[src/rtl/rom_bus_arbiter.sv]
// rom_bus_arbiter
//
// Purpose:
//   Shares the instruction ROM between two bus masters. Master 0 is the L1
//   I-cache refill engine and master 1 is the data-side load path. The block
//   runs one single-word read at a time on the ROM port. The ROM acknowledge
//   is level style, so the arbiter masks it and each request gets exactly
//   one ack. A master that holds cyc keeps the grant for a burst. The grant
//   is handed to a waiting master after MAX_BURST acks. A transfer that gets
//   no ack within TIMEOUT cycles ends with an error.
//
// Handshake:
//   A master asserts cyc&stb with a stable address (and we). It keeps them
//   until it sees a one-cycle ack (with data) or a one-cycle err. It may show
//   its next address in the cycle after that. cyc low means the master gives
//   up its lock. The slave asserts ack one cycle after cyc&stb and holds it
//   while stb stays high. stb is dropped combinationally in the ack cycle.
//
// Parameters:
//   TIMEOUT    cycles in REQ without an ack before the error abort (>= 2)
//   MAX_BURST  acks a locked master gets before a waiting master wins (>= 1)
//
// Ports:
//   clk, rst                    clock, synchronous active-high reset
//   m{0,1}_cyc_i/_stb_i/_we_i   master cycle (lock), strobe, write request
//   m{0,1}_addr_i               master byte address
//   m{0,1}_ack_o/_err_o         one-cycle transfer done / failed
//   m{0,1}_data_o               read data while ack is high, otherwise 0
//   s_cyc_o/_stb_o/_we_o/_sel_o slave control (we tied 0, sel tied F)
//   s_addr_o/_data_o            registered slave address, write data (0)
//   s_ack_i/_data_i             slave acknowledge and read data
//   gnt_o                       one-hot current owner, 00 when idle
//   dbg_state_o                 FSM state (0 IDLE, 1 REQ, 2 GAP)

module rom_bus_arbiter #(
    parameter int TIMEOUT   = 16,
    parameter int MAX_BURST = 8
) (
    input  logic        clk,
    input  logic        rst,
    input  logic        m0_cyc_i,
    input  logic        m0_stb_i,
    input  logic        m0_we_i,
    input  logic [31:0] m0_addr_i,
    output logic        m0_ack_o,
    output logic        m0_err_o,
    output logic [31:0] m0_data_o,
    input  logic        m1_cyc_i,
    input  logic        m1_stb_i,
    input  logic        m1_we_i,
    input  logic [31:0] m1_addr_i,
    output logic        m1_ack_o,
    output logic        m1_err_o,
    output logic [31:0] m1_data_o,
    output logic        s_cyc_o,
    output logic        s_stb_o,
    output logic        s_we_o,
    output logic [3:0]  s_sel_o,
    output logic [31:0] s_addr_o,
    output logic [31:0] s_data_o,
    input  logic        s_ack_i,
    input  logic [31:0] s_data_i,
    output logic [1:0]  gnt_o,
    output logic [1:0]  dbg_state_o
);

    localparam int TW = (TIMEOUT > 2) ? $clog2(TIMEOUT) : 1;
    localparam int HW = $clog2(MAX_BURST + 1);

    typedef enum logic [1:0] {
        IDLE = 2'd0,
        REQ  = 2'd1,
        GAP  = 2'd2
    } state_t;

    state_t        state_q;
    logic          owner_q;   // 0 = m0, 1 = m1; only meaningful while gnt_q != 0
    logic          last_q;    // master granted most recently
    logic [1:0]    gnt_q;
    logic [HW-1:0] hold_q;    // acks delivered to the owner in this lock
    logic [TW-1:0] tmo_q;
    logic [31:0]   s_addr_q;
    logic [1:0]    err_q;     // write-reject error pulse, one bit per master

    logic          req0, req1;
    logic          own_cyc, own_req, oth_req;
    logic          arb_any, arb_who;
    logic          grant_en, grant_who, grant_we, keep_lock;
    logic [31:0]   grant_addr;
    logic [HW-1:0] hold_d;
    logic          req_ack, req_err;
    logic          tmo_last, burst_full;

    assign tmo_last   = (tmo_q == TW'(TIMEOUT - 1));
    assign burst_full = (hold_q == HW'(MAX_BURST));

    // Grant decision for IDLE and GAP. The GAP cycle that carries a
    // write-reject error makes no decision, because the master is still
    // holding the rejected request during that cycle.
    always_comb begin
        req0      = m0_cyc_i & m0_stb_i;
        req1      = m1_cyc_i & m1_stb_i;
        own_cyc   = owner_q ? m1_cyc_i : m0_cyc_i;
        own_req   = owner_q ? req1 : req0;
        oth_req   = owner_q ? req0 : req1;
        arb_any   = req0 | req1;
        // On contention the master that was not granted last wins.
        arb_who   = (req0 & req1) ? ~last_q : req1;
        grant_en  = 1'b0;
        grant_who = arb_who;
        keep_lock = 1'b0;
        case (state_q)
            IDLE: grant_en = arb_any;
            GAP: begin
                if (err_q == 2'b00) begin
                    if (own_cyc) begin
                        keep_lock = 1'b1;
                        grant_en  = own_req;
                        grant_who = (burst_full && oth_req) ? ~owner_q : owner_q;
                    end else begin
                        grant_en = arb_any;
                    end
                end
            end
            default: ;
        endcase
        grant_we   = grant_who ? m1_we_i : m0_we_i;
        grant_addr = grant_who ? m1_addr_i : m0_addr_i;
        // The hold count carries over only when the same owner keeps its lock.
        hold_d     = (keep_lock && (grant_who == owner_q)) ? hold_q : '0;
    end

    // Ack and error go out only while the owner still holds its cycle.
    assign req_ack = (state_q == REQ) & s_ack_i & own_cyc;
    assign req_err = (state_q == REQ) & ~s_ack_i & own_cyc & tmo_last;

    always_ff @(posedge clk) begin
        if (rst) begin
            state_q  <= IDLE;
            owner_q  <= 1'b0;
            last_q   <= 1'b1;
            gnt_q    <= 2'b00;
            hold_q   <= '0;
            tmo_q    <= '0;
            s_addr_q <= '0;
            err_q    <= 2'b00;
        end else begin
            err_q <= 2'b00;
            case (state_q)
                IDLE, GAP: begin
                    if (grant_en) begin
                        owner_q <= grant_who;
                        last_q  <= grant_who;
                        gnt_q   <= grant_who ? 2'b10 : 2'b01;
                        hold_q  <= hold_d;
                        tmo_q   <= '0;
                        if (grant_we) begin
                            // ROM is read-only: reject without touching the slave.
                            err_q   <= grant_who ? 2'b10 : 2'b01;
                            state_q <= GAP;
                        end else begin
                            s_addr_q <= grant_addr;
                            state_q  <= REQ;
                        end
                    end else if (state_q == GAP && !own_cyc && err_q == 2'b00) begin
                        state_q <= IDLE;
                        gnt_q   <= 2'b00;
                        hold_q  <= '0;
                    end
                end
                REQ: begin
                    if (!own_cyc) begin
                        // Owner gave up its lock. GAP will arbitrate again.
                        state_q <= GAP;
                        tmo_q   <= '0;
                        hold_q  <= '0;
                    end else if (s_ack_i) begin
                        state_q <= GAP;
                        tmo_q   <= '0;
                        if (!burst_full) begin
                            hold_q <= hold_q + HW'(1);
                        end
                    end else if (tmo_last) begin
                        state_q <= GAP;
                        tmo_q   <= '0;
                    end else begin
                        tmo_q <= tmo_q + TW'(1);
                    end
                end
                default: state_q <= IDLE;
            endcase
        end
    end

    assign m0_ack_o  = req_ack & ~owner_q;
    assign m1_ack_o  = req_ack & owner_q;
    assign m0_err_o  = err_q[0] | (req_err & ~owner_q);
    assign m1_err_o  = err_q[1] | (req_err & owner_q);
    assign m0_data_o = m0_ack_o ? s_data_i : 32'h0;
    assign m1_data_o = m1_ack_o ? s_data_i : 32'h0;

    // The strobe drops in the ack cycle, so the level-style ack ends after one cycle.
    assign s_cyc_o     = (state_q == REQ);
    assign s_stb_o     = (state_q == REQ) & ~s_ack_i;
    assign s_we_o      = 1'b0;
    assign s_sel_o     = 4'hF;
    assign s_addr_o    = s_addr_q;
    assign s_data_o    = 32'h0;
    assign gnt_o       = gnt_q;
    assign dbg_state_o = state_q;

endmodule

[config.mk]
export PLATFORM = sky130hd
export DESIGN_NAME = rom_bus_arbiter
export DESIGN_NICKNAME = d
export VERILOG_FILES = /design/src/rtl/rom_bus_arbiter.sv
export SDC_FILE = /design/constraint.sdc
export NUM_CORES = 1
export LEC_CHECK = 0
export ABC_AREA = 1
export CAP_MARGIN = 40
export CORE_ASPECT_RATIO = 0.6
export CORE_MARGIN = 4
export CORE_UTILIZATION = 34
export DETAILED_ROUTE_END_ITERATION = 10
export HOLD_SLACK_MARGIN = 0.03
export PLACE_DENSITY = 0.87
export SLEW_MARGIN = 30
export SYNTH_ARGS = -nofsm -noshare
export SYNTH_HDL_FRONTEND = slang
export SYNTH_SLANG_ARGS = --single-unit
[constraint.sdc]
create_clock -name clk -period 2.1 [get_ports clk]
set_input_delay 0.42 -clock clk [delete_from_list [all_inputs] [get_ports clk]]
set_output_delay 0.42 -clock clk [all_outputs]
set_load 0.005 [all_outputs]
* After elaboration in Yosys (flattened, before gate mapping)
Cells that the tools add are included.
Storage, ports and cells: flip-flop bits (word level) 48, input bits 105, output and inout bits 143
Operators by class: add/sub/neg operators 2, equality and inequality tests 11, mux-type cells 39, bitwise gates (word level) 21, reductions and logical operators 17
Operators by type and width (count):
- 2-to-1 mux 32 bit | 3
- 2-to-1 mux 4 bit | 10
- 2-to-1 mux 2 bit | 8
- case mux 4 bit (2 select lines) | 2
- 2-to-1 mux 1 bit | 14
- AND 1 bit | 12
- inequality test 3 bit (second input constant) | 4
- adder 4 x 1 -> 4 bit (second input constant) | 2
- equality test 4 bit (second input constant) | 2
- AND reduction 2 bit | 4
- inverter 1 bit | 6
- AND reduction 5 bit | 1
- logical AND 1 bit | 4
- zero test 2 bit | 2
- inequality test 4 x 3 -> 1 bit (second input constant) | 1
- case mux 2 bit (2 select lines) | 1
- nonzero test 2 bit | 2
- OR reduction 4 bit | 1
- OR 1 bit | 3
- AND reduction 3 bit | 1
- equality test 2 x 1 -> 1 bit (second input constant) | 1
- equality test 2 bit (second input constant) | 1
- inequality test 2 bit (second input constant) | 1
- case mux 1 bit (2 select lines) | 1
- 3 further kinds | 3

* Logic depth before layout (Yosys ltp)
depth after elaboration 12, gate-level depth with buffers 14, mapped depth without buffers 13

* Least setup slack after synthesis
No wires, ideal clock.
path type register -> output, start register owner_q, end output m0_data_o[10], arrival time 1.522 ns, slack 0.158 ns, stages on the path, launching flop included 11, buffers on the path 2, path through dfxtp_1 buf_6 nand2_1 nand2_4 inv_1 nor2_1 inv_1 nor3_1 inv_1 buf_2 nor2_1
Between the ends: word-level cells in the longest chain between the ends 4, elaborated cells on any way between the ends 5, those cells by class mux: 2; bitwise: 3
RTL lines:
- from (decl) | RTL line 77 | logic owner_q;
- from (signal assigned) | RTL line 152 | owner_q <= grant_who;
- 2-to-1 mux 1 bit | RTL line 103 | own_cyc = owner_q ? m1_cyc_i : m0_cyc_i;
- AND 1 bit | RTL line 134 | assign req_ack = (state_q == REQ) & s_ack_i & own_cyc;
- AND 1 bit * | RTL line 195 | assign m0_ack_o = req_ack & ~owner_q;
- via m0_ack_o | RTL line 45 | output logic m0_ack_o,
- 2-to-1 mux 32 bit * | RTL line 199 | assign m0_data_o = m0_ack_o ? s_data_i : 32'h0;
- to (decl) | RTL line 47 | output logic [31:0] m0_data_o,
Mark *: on every way through the listed nets, which the timed path passes. The rest lies on a longest branch.

* Worst setup path in the final report
start register owner_q, end output m1_data_o[20]
Between the ends: word-level cells in the longest chain between the ends 4
RTL lines:
- 2-to-1 mux 1 bit | RTL line 103
- AND 1 bit | RTL line 134
- AND 1 bit * | RTL line 196 | assign m1_ack_o = req_ack & owner_q;
- 2-to-1 mux 32 bit * | RTL line 200 | assign m1_data_o = m1_ack_o ? s_data_i : 32'h0;
- to (decl) | RTL line 54 | output logic [31:0] m1_data_o,
Mark *: on every way between the ends. The rest lies on a longest branch, timed or not.

==> results.yml <==
run_status:
  run_status: "finished, violations left"
  violations: "setup timing"
synth:
  synth.largest_area_cell: "dfxtp_1"
  synth_common_cells: "165 x nand2_1, 82 x nor2_1, 59 x inv_1"
  ys_seq_area_share_pct: 29.3
  yosysMostFrequentCell: "nand2_1"
  yosys.area_share.simple_pct: 39.3
  synth_mux_area_share_pct: 0
  synthAdderAreaFrac_pct: 1.15
  ys_warn_count: 0
  synth_edf_count: 0
  async_flop_share_pct: 0
  synth_seq_cells: 48
  yosys.cell_types.count: 28
  netlist.area_leader.share_pct: 29.3
  synth_compound_area_share_pct: 9.36
  syn-cell-area_um2: 3270
  synth_flop_cell: "dfxtp_1"
  synthXorXnorAreaFrac_pct: 0
  ys_top_cells_by_area: "dfxtp_1 29%, nand2_1 19%, nor2_1 9.4%"
  avgSynthCellArea_um2: 6.01
  synth_top_family_by_area: "simple AND/OR/NAND/NOR gates"
  netlist_instances: 545
global_routing:
  grt_pass1_wl_um: 18800
  overflow: 0
  antenna_found_initial: 0
  grt_max_degree: 24
  grt_pass1_vias: 3797
  track_usage_pct: 20.2
layout:
  drive_gt1_share_pct: 28.6
  instances_no_fill: 926
  final_util_pct: 67.4
  diodes: 0
  fin_nets: 903
  area_growth_pct: 91.3
worst_setup_path:
  path_class: "flop to primary output"
  slowest_stage: "dfxtp_4"
  cpMostUsedCell: "buf_4"
  rr_worst_depth: 16
  arrival_ps: 1800
  cp_max_fo: 8
  cp-start-kind: "flop"
  worst-path-buf-inv: 7
  crit_family: "buffers and inverters"
  r2r_setup_slack_ps: 120
  required_ps: 1680
  path_cells: "inv_4, buf_4, buf_4, nor3_4, inv_2, buf_12, buf_16, nor2_2, buf_2"
  worstSetupEndpointType: "primary output"
  slowest_delay_ps: 390
  r2r_end: "s_addr_o[0]$_SDFFE_PP0P_"
  reg2reg_from: "owner_q$_SDFFE_PP0P_"
pwr:
  total_power_mw: 3.24
  p_per_area_nw_per_um2: 518
  p_leak_nw: 2.95
  irDropWorstVdd_mv: 0.403
flow_run:
  maxCapViolations: 0
sta:
  hold_viol_final: 0
  finalSetupViolCount: 62
  fin_crit_ps: 2220
  grt_setup_unrepaired: "true"
  drv_slew: 0
  fmax_ghz: 0.450
  fin_hold_ws_ps: 456
  finalWorstSetupSlack_ps: -124
  finClkSkew_ps: 10.1
  final_min_period_over_clock_period_pct: 106
drt:
  drt_iter0_drc: 160
  via_count: 4241
  ant_nets: 0
  drc: 0
  routedWlPerCell_um: 14.6
  routed_wl_um: 13500
  vias_per_cell: 4.58
  drt_first_pass_iters: 4
floorplanning:
  dieArea_um2: 11300
  rows: 27
  fp.coreArea_um2: 9290
  ios: 248
  start_util_pct: 35.2
  die_height_um: 84.0
  dieWidth_um: 135
cts:
  clock-sinks: 48
  clockBufferDepth: 2
  clk_latency_ps: 290
  root_buffer: "clkbuf_16"
  hold_buffers: 0
  clkTransAtPathRegs_ps: 60
  cts_tree: "done"
  h-tree-depth: 2
  numCtsBuffers: 5
placement:
  gp_congestion: 0.877
  portBuffers: 210
  dp_cells: 903
  hpwl_um: 9440
hold_path:
  min_path_cells: 2
  whs_endpoint: "s_addr_o[26]$_SDFFE_PP0P_"
  min-delay-start: "s_addr_o[26]$_SDFFE_PP0P_"
  hold_path_class: "flop to flop"
[registers in the layout, indices dropped and copies added, names as in the netlist]
signal / cells
tmo_q: 4
dbg_state_o: 2
gnt_o: 2
last_q: 1
owner_q: 1
err_q: 2
s_addr_o: 32
hold_q: 4
[worst min-delay path, stage by stage, from the launching register on]
cell,delay (ps)
dfxtp_1,310
nand2_1,60
a21oi_1,50
[kinds of logic (layout without fill, tap and decap cells)]
logic type	after synthesis	after routing
buffers and inverters	126	342
and+or+nand+nor	311	311
other	2	37
adders and majority gates	3	3
AOI/OAI and AO/OA	55	55
DFF	48	48
[final cells by class]
cell class	count	area [um^2]
Fill cell	769	3030
Timing Repair Buffer	272	2550
Multi-Input combinational cell	406	2170
Sequential cell	48	966
Inverter	62	243
Tap cell	130	163
Clock buffer	5	125
Clock inverter	3	47.5
[stage by stage]
step	setup WS (ps)	setup TNS [ps]	cell area, um^2
floorplan	158	0	3410
global placement	-806	-59040	5700
detailed placement	-813	-60090	5700
CTS	-195	-8860	6120
global route	-194	-8950	6260
finish	-124	-3170	6260
[worst max-delay path by stage]
stage	from	slack [ps]	cells past startpoint	end
after CTS	owner_q$_SDFFE_PP0P_	-190	11	m0_data_o[7]
after floorplan	owner_q$_SDFFE_PP0P_	160	10	m0_data_o[10]
final	owner_q$_SDFFE_PP0P_	-120	9	m1_data_o[20]
after detailed placement	m1_cyc_i	-810	11	m1_data_o[16]
after global routing	owner_q$_SDFFE_PP0P_	-190	11	m0_data_o[17]
after global placement	m1_cyc_i	-810	11	m1_data_o[16]
[cells in the final DEF, fill, tap and decap left out, types with 5 or more instances in the layout]
master and instances:
clkdlybuf4s15_2 6, conb_1 37, nand3_1 42, clkbuf_16 9, nand2_1 161, buf_2 55, nor2_4 39, nand4_1 6
dfxtp_1 46, inv_2 5, nor2_2 20, a21oi_1 42, clkdlybuf4s50_1 139, buf_12 10, buf_6 5, nand2_4 6
buf_4 42, nor2_1 24, inv_1 53
[report_power, final]
group | leakage, nW | total, mW | internal, mW | switching, mW
clock | 0.0840 | 0.935 | 0.566 | 0.368
sequential | 0.393 | 1.04 | 0.992 | 0.0454
combinational | 2.47 | 1.27 | 0.666 | 0.606
[per-layer routing]
metal | GRT usage (%) | vias to the layer above | share of wire [%]
met5 | 0 | - | 0
met4 | 5.08 | 0 | 2.0
met3 | 7.35 | 22 | 8.6
met2 | 34.7 | 176 | 49
met1 | 23.8 | 1933 | 40
li1 | - | 2110 | -
[repair_timing]
action	4_1_cts	5_1_grt
buffers inserted	6	4
cloned	3	4
endpoints found under the setup margin	86	94
resized for setup	243	161
pin swaps	3	9
hold endpoints to repair	0	0
No activity file was read; power rests on OpenSTA's default activity.
==> RTL edit 1: new RTL, config.mk and constraints unchanged <==
Register the outputs `m0_err_o` and `m1_err_o`; this adds one clock of latency there. The other outputs are not delayed to match.
--- a/src/rtl/rom_bus_arbiter.sv
+++ b/src/rtl/rom_bus_arbiter.sv
@@ -196,4 +196,11 @@
     assign m1_ack_o  = req_ack & owner_q;
-    assign m0_err_o  = err_q[0] | (req_err & ~owner_q);
-    assign m1_err_o  = err_q[1] | (req_err & owner_q);
+    always_ff @(posedge clk) begin
+        if (rst) begin
+            m0_err_o <= '0;
+            m1_err_o <= '0;
+        end else begin
+            m0_err_o <= err_q[0] | (req_err & ~owner_q);
+            m1_err_o <= err_q[1] | (req_err & owner_q);
+        end
+    end
     assign m0_data_o = m0_ack_o ? s_data_i : 32'h0;
Function: changed (Yosys sat finds a counterexample within 4 cycles, from zero or initial values and one cycle with rst high).
==> RTL edit 1 against the original RTL <==
Routed wire length grew 18%; worst setup slack gained 1.7 ps; the run still ends with setup timing left; cell area is 6.3% higher; sequential cell count grew 2; register-to-register slack got worse by 120 ps; highest routed layer unchanged; area after synthesis rose by 0.53%; synthesized cell count up 0.55%; die area grew 0.50%; count of clock-buffer cells in the layout is 1 higher; cell count up 2.6%; critical path type unchanged; total power rose by 5.8%; critical path depth is the same; clock skew down 3.8 ps; largest power group unchanged; via count is 6.2% higher.
==> RTL edit 1: results (changes against the original RTL) <==
| Metric | Value |
|---|---|
| Reg clk slew, reported paths | 70 ps |
| Metal3 WL | 1463 um (was 1160 um) |
| Ys async rst share | 0 (unchanged) |
| Placement Setup Slack | -689.3 ps (was -812.6 ps) |
| Lkg Pwr | 3.106 nW (was 2.950 nW) |
| Synth cell types | 27 (was 28) |
| Vias per inst | 4.743 (was 4.580) |
| Fin Clk Skew | 6.301 ps (was 10.07 ps) |
| IO buf count | 210 (unchanged) |
| Fillers | 664 (was 769) |
| Synth Flop Type | dfxtp_1 (unchanged) |
| Iteration-0 DRC Markers | 269 (was 160) |
| Root buffer cell | clkbuf_16 (unchanged) |
| Critical path endpoint | m0_data_o[5] (was m1_data_o[20]) |
| Sequential-to-total area share from yosys stat | 0.3041 (was 0.2935) |
| DP Wirelength | 10490 um (was 9438 um) |
| Failing checks | setup timing (unchanged) |
| WL/cell | 16.78 um (was 14.55 um) |
| Worst-skew pair later-pin latency | 290 ps (about the same) |
| Cell depth of the worst flop-to-flop path | 15 (was 16) |
| GP Congestion | 0.8931 (was 0.8767) |
| TritonCTS Buffers | 5 (unchanged) |
| WS Path Type | reg2out (unchanged) |
| Overall routing resource usage | 0.2217 (was 0.2017) |
| Met2 WL | 8108 um (was 6605 um) |
| Final Worst Setup Slack | -122.7 ps (was -124.3 ps) |
| Status | complete, but fails checks (unchanged) |
| First-pass GRT wire length | 20360 um (was 18760 um) |
| Largest net degree at the start of global routing | 24 (unchanged) |
| CP max-delay cell | dfxtp_4 (unchanged) |
| DRT Pass-1 Iters | 5 (was 4) |
| Largest register FFs | 32 (unchanged) |
| Vias in the first global route | 3986 (was 3797) |
| RR Startpoint | owner_q (unchanged) |
| Worst EP arrival | 1800 ps (about the same) |
| Met1 WL | 5950 um (was 5436 um) |
| FF-to-FF End | s_addr_o[5] (was s_addr_o[0]) |
| Final nets | 926 (was 903) |
| Worst VDD drop | 0.0003738 V (was 0.0004028 V) |
| Share of cells above drive strength 1 | 0.3492 (was 0.2864) |
| Top cells by area, synth | dfxtp_1, nand2_1, nor2_1 (unchanged) |
| Max Root-Sink Buffers | 2 (unchanged) |
| Top layer in use | met4 (unchanged) |
| Yosys warns | 0 (unchanged) |
| Initial antenna violation count | 0 (unchanged) |
| Number of nets with antenna violations after routing | 0 (unchanged) |
| Top post-synthesis cells by count | nand2_1, nor2_1, inv_1 (unchanged) |
| Critical Path Max Stage Delay | 380 ps |
| Flop-to-flop setup slack | 0 ps (was 120 ps) |
| Setup violators final | 67 (was 62) |
[RTL edit 1: changes by cell type in the layout (fill, tap and decap cells not counted), moves of 7 or more]
cell	change
a21oi_1	-7
a21oi_2	+9
buf_4	+19
buf_6	+11
nand2_1	-13
nand2_2	+9
[RTL edit 1: routing by layer]
layer,global-route usage,up-vias
li1,-,2160
met1,0.2582,2078
met2,0.3955,231
met3,0.07365,37
met4,0.05215,0
met5,0,-
[RTL edit 1: cell type report]
class | instances | area, um2 | area share
repair buffers | 292 | 2731 | 0.4103
multi-input cells | 406 | 2347 | 0.3526
flip-flops and latches | 50 | 1008 | 0.1515
inverters | 63 | 249.0 | 0.03741
well taps | 130 | 162.7 | 0.02444
clock buffers | 6 | 138.9 | 0.02086
clock inverters | 2 | 16.27 | 0.002444
diodes | 1 | 2.502 | 0.0003759
[RTL edit 1: critical path, delay by kind of cell, from the launching register on]
| kind | cells | cell delay (ps) |
|---|---|---|
| buffers and inverters | 4 | 580 |
| DFF | 1 | 380 |
| and+or+nand+nor | 5 | 550 |
[RTL edit 1: worst min path at each step]
stage,slack [ps],endpoint,depth (start not counted),from
2_1_floorplan,450,m1_err_o,2,err_q[1]
3_3_place_gp,450,s_addr_o[30],2,s_addr_o[30]
3_5_place_dp,450,s_addr_o[30],2,s_addr_o[30]
4_1_cts,460,s_addr_o[11],2,s_addr_o[11]
5_1_grt,470,s_addr_o[24],2,s_addr_o[24]
6_report,460,s_addr_o[31],2,s_addr_o[31]
[RTL edit 1: metrics by stage]
step / TNS [ps] / utilization / std cells / hold WS (ps) / area, um2
2_1_floorplan: 0 / - / 583 / 450.2 / 3423
3_3_place_gp: -41690 / 0.6139 / 906 / 447.4 / 5703
3_5_place_dp: -48220 / 0.6139 / 906 / 451.8 / 5703
4_1_cts: -88.43 / 0.6294 / 929 / 460.9 / 5847
5_1_grt: -11230 / 0.7162 / 949 / 472.2 / 6654
6_report: -4455 / 0.7165 / 950 / 461.1 / 6656
[RTL edit 1: power breakdown]
part	switching, W	internal (W)
clock	0.000383	0.000479
combinational	0.000706	0.000779
sequential	0.0000528	0.00103
[RTL edit 1: timing repair]
item	CTS	global route
cloned	3	8
endpoints found under the setup margin	67	113
buffers inserted	12	16
gates resized for setup	275	192
pin swaps	3	20
[RTL edit 1: cell families after synthesis]
family / count (synthesis) / synth area share
fa+ha+maj: 3 / 0.01140
compound gates: 55 / 0.09313
other cells: 2 / 0.002281
flops: 50 / 0.3041
buf+inv: 127 / 0.2003
simple gates: 311 / 0.3888
==> RTL edit 2: new RTL, config.mk and constraints unchanged <==
Without the edit above. Change the parameter `MAX_BURST` from 8 to 16.
--- a/src/rtl/rom_bus_arbiter.sv
+++ b/src/rtl/rom_bus_arbiter.sv
@@ -36,3 +36,3 @@
     parameter int TIMEOUT   = 16,
-    parameter int MAX_BURST = 8
+    parameter int MAX_BURST = 16
 ) (
Behaviour: same outputs for any inputs over 4 cycles, from zero or initial values and one cycle with rst high; that may be too few to reach the edited logic, so the function may still have changed.
==> RTL edit 2 against the original RTL <==
The flow still finishes with violations (setup timing); critical path depth is 1 higher; cell area down 0.28%; maximum frequency grew 2.9%; first-iteration DRC count up 83%; core utilization shrank 0.43 points; synthesized cell count is 2.0% higher; global-route usage rose by 1.2 points; area after synthesis rose by 0.92%; total power rose by 1.7%; routed wire length decreased by 2.3%; register-to-register slack got worse by 20 ps; sequential cell count increased by 1; worst setup slack better by 63 ps; critical endpoint is now m0_data_o[1]; largest power group unchanged; highest routed layer unchanged.
==> RTL edit 2: results (changes against the original RTL) <==
| Metric | Value |
|---|---|
| Status | complete, but fails checks (unchanged) |
| Failing checks | setup timing (unchanged) |
| Placement Setup Slack | -687.3 ps (was -812.6 ps) |
| RR Startpoint | dbg_state_o[0] (was owner_q) |
| Cells after Synth | 556 (was 545) |
| Setup violators final | 26 (was 62) |
| Postcts setup bufs | 13 (was 6) |
| Met1 usage | 0.2793 (was 0.2376) |
| Synth cell types | 27 (was 28) |
| Area after DPL | 0.005783 mm2 (was 0.005697 mm2) |
| Critical Path Max Stage Delay | 320 ps (was 390 ps) |
| CP max-delay cell | dfxtp_1 (was dfxtp_4) |
| Sequential Power Share | 0.322 (was 0.320) |
| GRT met3 Usage | 0.05808 (was 0.07349) |
| Critical path endpoint | m0_data_o[1] (was m1_data_o[20]) |
| First-pass GRT wire length | 19770 um (was 18760 um) |
| Fillers | 802 (was 769) |
| Final Worst Setup Slack | -61.24 ps (was -124.3 ps) |
| Finished Core Util | 0.6700 (was 0.6743) |
| GP Congestion | 0.9277 (was 0.8767) |
| Vias in the first global route | 3980 (was 3797) |
| Met2 Use GR | 0.3542 (was 0.3474) |
| Cell depth of the worst flop-to-flop path | 15 (was 16) |
| DRT Pass-1 Iters | 5 (was 4) |
| Hold EP | s_addr_o[10] (was s_addr_o[26]) |
| Iteration-0 DRC Markers | 292 (was 160) |
| DP Wirelength | 9797 um (was 9438 um) |
| Synth Cell Area | 0.003304 mm2 (was 0.003274 mm2) |
| Top post-synthesis cells by count | nand2_1, nor2_1, inv_1 (unchanged) |
| Worst hold path startpoint | s_addr_o[10] (was s_addr_o[26]) |
| Vias per inst | 4.490 (was 4.580) |
| Setup TNS | -1030 ps (was -3171 ps) |
| Top cells by area, synth | dfxtp_1, nand2_1, nor2_1 (unchanged) |
| PostCTS Resize Cnt | 264 (was 243) |
| Sequential-to-total area share from yosys stat | 0.2969 (was 0.2935) |
| Worst EP arrival | 1740 ps (was 1800 ps) |
| WHS | 456.0 ps (was 455.6 ps) |
| WL/cell | 13.95 um (was 14.55 um) |
| Post-Route WL | 13170 um (was 13470 um) |
[RTL edit 2: cell count changes after synthesis, sizes merged, moves of 2 or more]
cell    delta
buf        -6
clkbuf     +5
inv        +2
nand2      +4
[RTL edit 2: cell families after synthesis]
kind of cell / count (synthesis) / share of synthesized area
other cells: 2 / 0.002273
compound gates: 56 / 0.09315
flops: 49 / 0.2969
fa+ha+maj: 3 / 0.01136
simple gates: 318 / 0.3961
xor+xnor: 1 / 0.002651
buf+inv: 127 / 0.1977
[RTL edit 2: final cells by class]
type / instances / area share
Timing Repair Buffer: 278 / 0.4284
Multi-Input combinational cell: 415 / 0.3215
Sequential cell: 49 / 0.1574
Inverter: 64 / 0.03845
Tap cell: 130 / 0.02604
Clock buffer: 6 / 0.02223
Clock inverter: 2 / 0.006008
[RTL edit 2: routing by layer]
metal | vias to the layer above | part of all wire
li1 | 2151 | -
met1 | 1921 | 0.43
met2 | 152 | 0.47
met3 | 15 | 0.082
met4 | 0 | 0.013
met5 | - | 0
